--- src/rtl/req_encoder_pkg.sv ---
// rtl/req_encoder_pkg.sv - shared types and constants for the request encoder
package req_encoder_pkg;

    localparam int NUM_REQ = 4;
    localparam int CODE_W  = 2;

    typedef enum logic {
        IDLE    = 1'b0,
        PRESENT = 1'b1
    } state_t;

endpackage

--- src/rtl/req_encoder_pick.sv ---
// rtl/req_encoder_pick.sv - selects the next pending request to grant
// Macro REQ_ENCODER_RR_EN selects round-robin search from pointer+1; otherwise fixed priority, highest index wins.
module req_encoder_pick
    import req_encoder_pkg::*;
(
    input  logic [NUM_REQ-1:0] pending,
    input  logic [CODE_W-1:0]  pointer,
    output logic [CODE_W-1:0]  index,
    output logic               any
);

`ifdef REQ_ENCODER_RR_EN
    logic [CODE_W-1:0] w_cand;

    // Walk the search order backwards so the earliest candidate after the pointer wins.
    always_comb begin
        index  = '0;
        any    = 1'b0;
        w_cand = '0;
        for (int k = NUM_REQ; k >= 1; k--) begin
            w_cand = pointer + CODE_W'(k);
            if (pending[w_cand]) begin
                index = w_cand;
                any   = 1'b1;
            end
        end
    end
`else
    logic w_unused_ptr;
    assign w_unused_ptr = ^pointer;

    always_comb begin
        index = '0;
        any   = 1'b0;
        for (int k = 0; k < NUM_REQ; k++) begin
            if (pending[k]) begin
                index = CODE_W'(k);
                any   = 1'b1;
            end
        end
    end
`endif

endmodule

--- src/rtl/req_encoder.sv ---
// rtl/req_encoder.sv - captures request lines, presents one 2-bit code at a time with ack handshake
// Macro REQ_ENCODER_RR_EN enables round-robin arbitration with a pointer register.
module req_encoder
    import req_encoder_pkg::*;
#(
    parameter int EDGE_MODE = 1
)
(
    input  logic clk,
    input  logic rst_n,
    input  logic E,
    input  logic y0,
    input  logic y1,
    input  logic y2,
    input  logic y3,
    input  logic ack,
    output logic x0,
    output logic x1,
    output logic valid,
    output logic overflow
);

    logic [NUM_REQ-1:0] r_pending;
    logic [NUM_REQ-1:0] r_prev;
    logic [NUM_REQ-1:0] w_sample;
    logic [NUM_REQ-1:0] w_event;
    logic [NUM_REQ-1:0] w_clr;
    logic               w_lost;
    state_t             r_state;
    logic [CODE_W-1:0]  r_code;
    logic               r_valid;
    logic               r_overflow;
    logic [CODE_W-1:0]  w_index;
    logic [CODE_W-1:0]  w_ptr;
    logic               w_any;

    assign w_sample = {y3, y2, y1, y0};

    always_comb begin
        w_event = '0;
        if (!E) begin
            w_event = (EDGE_MODE != 0) ? (w_sample & ~r_prev) : w_sample;
        end
        w_clr = '0;
        if (r_state == PRESENT && ack) begin
            w_clr[r_code] = 1'b1;
        end
    end

    // A set racing the clear of the same bit is not a loss; only already-held bits overflow.
    assign w_lost = |(w_event & r_pending & ~w_clr);

`ifdef REQ_ENCODER_RR_EN
    logic [CODE_W-1:0] r_ptr;

    always_ff @(posedge clk) begin
        if (!rst_n) begin
            r_ptr <= '0;
        end else if (r_state == PRESENT && ack) begin
            r_ptr <= r_code;
        end
    end

    assign w_ptr = r_ptr;
`else
    assign w_ptr = '0;
`endif

    req_encoder_pick u_pick (
        .pending (r_pending),
        .pointer (w_ptr),
        .index   (w_index),
        .any     (w_any)
    );

    always_ff @(posedge clk) begin
        if (!rst_n) begin
            r_pending  <= '0;
            r_prev     <= '0;
            r_state    <= IDLE;
            r_code     <= '0;
            r_valid    <= 1'b0;
            r_overflow <= 1'b0;
        end else begin
            r_prev     <= w_sample;
            r_pending  <= (r_pending & ~w_clr) | w_event;
            r_overflow <= w_lost;
            case (r_state)
                IDLE: begin
                    if (!E && w_any) begin
                        r_code  <= w_index;
                        r_valid <= 1'b1;
                        r_state <= PRESENT;
                    end
                end
                PRESENT: begin
                    if (ack) begin
                        r_valid <= 1'b0;
                        r_state <= IDLE;
                    end
                end
                default: r_state <= IDLE;
            endcase
        end
    end

    assign x0       = r_code[1];
    assign x1       = r_code[0];
    assign valid    = r_valid;
    assign overflow = r_overflow;

endmodule
--- config.mk ---
export PLATFORM = sky130hd
export DESIGN_NAME = req_encoder
export DESIGN_NICKNAME = d
export VERILOG_FILES = /design/src/rtl/req_encoder_pkg.sv /design/src/rtl/req_encoder_pick.sv /design/src/rtl/req_encoder.sv
export SDC_FILE = /design/constraint.sdc
export NUM_CORES = 1
export LEC_CHECK = 0
export CORE_UTILIZATION = 40
export DETAILED_ROUTE_END_ITERATION = 8
export PLACE_DENSITY = 0.68
export SYNTH_ARGS = -nofsm -noshare
export SYNTH_HDL_FRONTEND = slang
export SYNTH_HIERARCHICAL = 1
export SYNTH_SLANG_ARGS = --single-unit
--- constraint.sdc ---
create_clock -name clk -period 1.2 [get_ports clk]
set_input_delay 0.24 -clock clk [delete_from_list [all_inputs] [get_ports clk]]
set_output_delay 0.24 -clock clk [all_outputs]
set_load 0.01 [all_outputs]
==> results.py, run 1 <==
metrics = {
    "outcome": {
        "status": "complete, but fails checks",
        "violations": "setup timing",
    },
    "floorplan": {
        "fp.dieH_microns": 39.5,
        "io_pins": 12,
        "num_rows": 13,
        "dieArea_sq_um": 1560,
        "initial_core_util_pct": 43.3,
        "coreArea_sq_um": 1300,
        "die_width_microns": 39.5,
    },
    "global_routing": {
        "grt_overflow": 0,
        "grt_pass1_vias": 467,
        "grt_usage_pct": 18.8,
        "grt_max_degree": 9,
        "antenna_found_initial": 0,
        "grt_pass1_wl_microns": 1930,
    },
    "clocking": {
        "insertion_delay_ns": 0.27,
        "clock_sinks": 13,
        "cts_tree": "done",
        "clk_path_buf_depth": 2,
        "cts_root_buf": "clkbuf_4",
        "cts_buffers": 3,
        "htreeDepth": 1,
        "hold_buffers": 0,
        "cts.clk_slew.worst_paths_ns": 0.08,
    },
    "power": {
        "ir_drop_mv": 0.685,
        "p_switching_w": 0.000233,
        "power_frac_comb_pct": 19.8,
        "clock_power_share_pct": 29.1,
        "finalPower_w": 0.000937,
        "power.density_nw_per_um2": 1120,
        "seq_power_share_pct": 51.2,
        "internal-power_w": 0.000705,
        "leakagePower_nw": 0.361,
        "power.share.switching_pct": 24.8,
    },
    "final_layout": {
        "utilization_pct": 64.0,
        "drive_gt1_share_pct": 25.6,
        "final_cell_count_no_fill": 101,
        "fill_cells": 117,
        "diodes": 0,
        "syn2layout_area_growth_pct": 48.0,
        "fin_nets": 95,
    },
    "placed_design": {
        "place_congestion": 0.774,
        "dpl.cell_count": 96,
        "portBuffers": 11,
        "post-place-ws_ns": -0.331,
        "hpwlAfterDp_microns": 907,
    },
    "worst_hold_path": {
        "min_path_cells": 2,
        "hold_class": "flip-flop to flip-flop",
    },
    "setup_path": {
        "cp-start-kind": "flip-flop",
        "cp_slowest_cell": "dfxtp_1",
        "rrSetupSlack_ns": -0.28,
        "critPathTopFamily": "simple AND/OR/NAND/NOR gates",
        "slowest_delay_ns": 0.32,
        "reg2reg_depth": 5,
        "r2r-end": "r_state",
        "cp_cell_sequence": "or2_1 -> or3_1 -> nor3b_4 -> buf_4 -> o21a_1",
        "arrival_ns": 1.65,
        "crit_path_end_kind": "flip-flop",
        "path_class": "flip-flop to flip-flop",
        "crit_buf_inv": 1,
        "endpoint": "r_state",
        "critPathRequiredTime_ns": 1.37,
        "cp_max_fo": 3,
        "cp_num_cells": 5,
        "startpoint": "r_pending[2]",
        "r2r-start": "r_pending[2]",
    },
    "timing": {
        "tightestPinTransition_ns": 0.314,
        "timing.hold.ws_ns": 0.524,
        "period_share_pct": 123,
        "rsz0062_at_grt": "yes",
        "fin_worst_skew_ns": 0.00477,
        "hold_violations": 0,
        "min_period_ns": 1.48,
        "setup_ws_ns": -0.281,
        "drv_slew": 0,
        "setup_viol": 4,
        "fmax_ghz": 0.675,
        "relSlewSlack_pct": 78.8,
    },
    "logic_synthesis": {
        "ys_warn_count": 6,
        "synth_nets": 65,
        "syn_avg_cell_area_sq_um": 9.88,
        "syn_area_sq_um": 563,
        "synthCells": 57,
    },
    "detailed_routing": {
        "viasPerCell": 5.06,
        "ant_nets": 0,
        "wl_per_cell_microns": 11.9,
        "first_pass_iters": 4,
        "first_iter_violations": 8,
        "route.detailed.drc": 0,
        "vias": 511,
        "finalWirelength_microns": 1200,
    },
    "job": {
        "max_cap_viol_count": 0,
    },
}
worst min-delay path by stage:
stage          slack, ns   endpoint  start
3_5_place_dp        0.51      valid  valid
3_3_place_gp        0.49      valid  valid
6_report            0.52      valid  valid
4_1_cts             0.53      valid  valid
2_1_floorplan       0.36  r_prev[0]     y0
5_1_grt             0.56      valid  valid
flip-flops by register name (all words and copies together) (netlist names):
name and flops:
overflow 1, r_code 2, r_prev 4, r_pending 4, valid 1, r_state 1
cell usage in the layout (no fill, tap or decap), types with 3 or more instances in the layout:
master / n
dfxtp_1: 11
and2_1: 4
nor2b_1: 8
clkbuf_4: 3
clkdlybuf4s50_1: 6
dlygate4sd2_1: 5
buf_4: 15
inv_1: 3
tightest hold or removal path, delay by kind of cell, from the launching register on:
kind / cells / cell delay [ns]
AND/OR/NAND/NOR: 1 / 0.05
flip-flops: 1 / 0.33
AO/OA/AOI/OAI: 1 / 0.11
routing by layer:
metal	part of all wire, %	GRT usage [%]
met3	3.3	3.41
met5	0	0
met1	48	23.6
met2	48	29.5
met4	0.50	10.3
repair_timing:
item                       4_1_cts  5_1_grt
setup buffers                    1        0
resized for setup                6        2
setup endpoints to repair        9        6
hold endpoints to repair         0        0
area by class of cell:
cell class	instances	area [sq um]	share of cell area [%]
inverter	3	11.3	1.35
tap	15	18.8	2.25
sequential	13	263	31.5
timing repair buffer	26	216	26.0
multi-input combinational	40	298	35.7
clock buffer	4	26.3	3.15
metrics by stage:
stage	setup TNS, ns	instance area, sq um
2_1_floorplan	-0.320	569
3_3_place_gp	-1.94	800
3_5_place_dp	-2.07	800
4_1_cts	-0.830	828
5_1_grt	-1.13	833
6_report	-0.868	833
power by group through the flow:
stage	sequential [W]	combinational, W	clock (W)
after global placement	0.000488	0.000182	0
after CTS	0.000479	0.000183	0.000281
after detailed placement	0.000489	0.000184	0
final	0.000480	0.000185	0.000272
after global routing	0.000484	0.000202	0.000295
after floorplan	0.000492	0.0000764	0
No activity file was read; power rests on OpenSTA's default activity.
==> run 2: changes to the inputs <==
Settings changed: ABC_AREA set to 1, HOLD_SLACK_MARGIN set to 0.03.
==> results.py, run 2 <==
metrics = {
    "outcome": {
        "status": "finished clean",
    },
    "global_routing": {
        "grt_pass1_vias": 416,
        "met1_usage_pct": 20.6,
        "grt_usage_pct": 16.7,
        "grt_util_met3_pct": 5.20,
        "use_met2_pct": 26.3,
        "grt_overflow": 0,
        "grt_max_degree": 8,
        "antenna_found_initial": 0,
        "busiest_layer": "met2",
        "grt_pass1_wl_microns": 1650,
    },
    "setup_path": {
        "cp_slowest_cell": "dfxtp_1",
        "crit_buf_inv": 1,
        "critPathTopFamily": "flip-flops",
        "path_class": "flip-flop to output port",
        "crit_path_end_kind": "output port",
        "critPathRequiredTime_ns": 0.96,
        "cp-start-kind": "flip-flop",
        "arrival_ns": 0.87,
        "cp_cell_sequence": "dlygate4sd2_1",
        "slowest_delay_ns": 0.33,
        "cp_max_fo": 2,
    },
    "floorplan": {
        "coreArea_sq_um": 1190,
        "fp.dieH_microns": 38.8,
        "dieArea_sq_um": 1510,
        "initial_core_util_pct": 45.7,
        "io_pins": 12,
        "num_rows": 12,
        "die_width_microns": 38.8,
    },
    "power": {
        "finalPower_w": 0.000912,
        "power.density_nw_per_um2": 1280,
        "ir_drop_mv": 0.688,
        "leakagePower_nw": 0.359,
    },
    "logic_synthesis": {
        "synth_nets": 89,
        "syn_avg_cell_area_sq_um": 6.69,
        "synthCells": 81,
        "ys_warn_count": 6,
        "syn_area_sq_um": 542,
    },
    "timing": {
        "hold_violations": 0,
        "tightestPinTransition_ns": 0.210,
        "period_share_pct": 92.7,
        "rsz0062_at_grt": "no",
        "drv_slew": 0,
        "setup_tns_ns": 0,
        "timing.hold.ws_ns": 0.450,
        "min_period_ns": 1.11,
        "setup_viol": 0,
        "fmax_ghz": 0.899,
        "setup_ws_ns": 0.0881,
        "relSlewSlack_pct": 86.0,
        "fin_worst_skew_ns": 0.00282,
    },
    "final_layout": {
        "drive_gt1_share_pct": 11.1,
        "final-seq-area_sq_um": 260,
        "fin_nets": 108,
        "syn2layout_area_growth_pct": 31.6,
        "multi_input_area_sq_um": 218,
        "fill_cells": 120,
        "diodes": 0,
        "final_common_cell": "nand2_1",
        "mostFrequentLayoutCells": "nand2_1, inv_1, dfxtp_1, nor2_1, a21oi_1",
        "reg.largest.list": "r_pending x4, r_prev x4, r_code x2",
    },
    "clocking": {
        "insertion_delay_ns": 0.28,
        "clk_path_buf_depth": 2,
        "cts_buffers": 3,
        "cts.clk_slew.worst_paths_ns": 0.08,
        "htreeDepth": 1,
        "hold_buffers": 0,
        "cts_root_buf": "clkbuf_4",
        "cts_tree": "done",
        "clock_sinks": 13,
    },
    "placed_design": {
        "portBuffers": 11,
        "post-place-ws_ns": -0.141,
        "hpwlAfterDp_microns": 774,
        "place_congestion": 0.754,
    },
    "detailed_routing": {
        "ant_nets": 0,
        "viasPerCell": 4.51,
        "first_pass_iters": 4,
        "route.detailed.drc": 0,
        "first_iter_violations": 7,
        "wl_per_cell_microns": 8.51,
        "vias": 510,
        "finalWirelength_microns": 962,
    },
    "job": {
        "max_cap_viol_count": 0,
    },
    "worst_hold_path": {
        "hold_class": "flip-flop to flip-flop",
    },
}
-- run 2: cell types whose count changed in the layout (fill, tap and decap cells not counted), moves of 3 or more --
cell     change
buf_4       -12
a21oi_1      +6
and2_1       -4
nand3_1      +5
nand2_1     +22
nor2_2       +3
inv_1       +12
nor2_1       +8
nor2b_1      -8
-- run 2: report_power, final --
| group | internal (W) | switching [W] | total, W |
|---|---|---|---|
| clock network | 0.000129 | 0.000149 | 0.000278 |
| registers | 0.000463 | 0.0000168 | 0.000480 |
| logic | 0.0000745 | 0.0000793 | 0.000154 |
-- run 2: what timing repair did --
action | CTS | global route
gates resized for setup | 4 | 0
setup endpoints to repair | 4 | 0
buffers inserted | 0 | 0
hold endpoints to repair | 0 | 0
-- run 2: final timing paths --
check | from | to | slack, ns | cells past startpoint
setup / recovery | r_code[1] | x0 | 0.09 | 1
hold / removal | valid | valid | 0.45 | 2
setup reg to reg | r_pending[2] | r_code[1] | 0.17 | 5
hold reg to reg | valid | valid | 0.45 | 2
-- run 2: worst min-delay path: stages, from the launching register on --
cell,delay [ns]
dfxtp_1,0.31
inv_1,0.05
a21oi_1,0.05
-- run 2: through the flow --
| stage | util, % | instances | cell area, sq um |
|---|---|---|---|
| after floorplan | - | 81 | 542 |
| after global placement | 58.3 | 109 | 692 |
| after detailed placement | 58.3 | 109 | 692 |
| after CTS | 60.1 | 113 | 713 |
| after global routing | 60.1 | 113 | 713 |
| final | 60.1 | 113 | 713 |
-- run 2: layout make-up --
class | instances | area share (%)
Sequential cell | 13 | 36.5
Multi-Input combinational cell | 51 | 30.5
Inverter | 17 | 8.95
Clock buffer | 4 | 3.68
Tap cell | 14 | 2.46
Timing Repair Buffer | 14 | 17.9
-- run 2: per-layer routing --
layer / up-vias / part of all wire [%]
met5: - / 0
met4: 0 / 1.8
met3: 2 / 5.0
met2: 19 / 47
met1: 210 / 46
li1: 279 / -
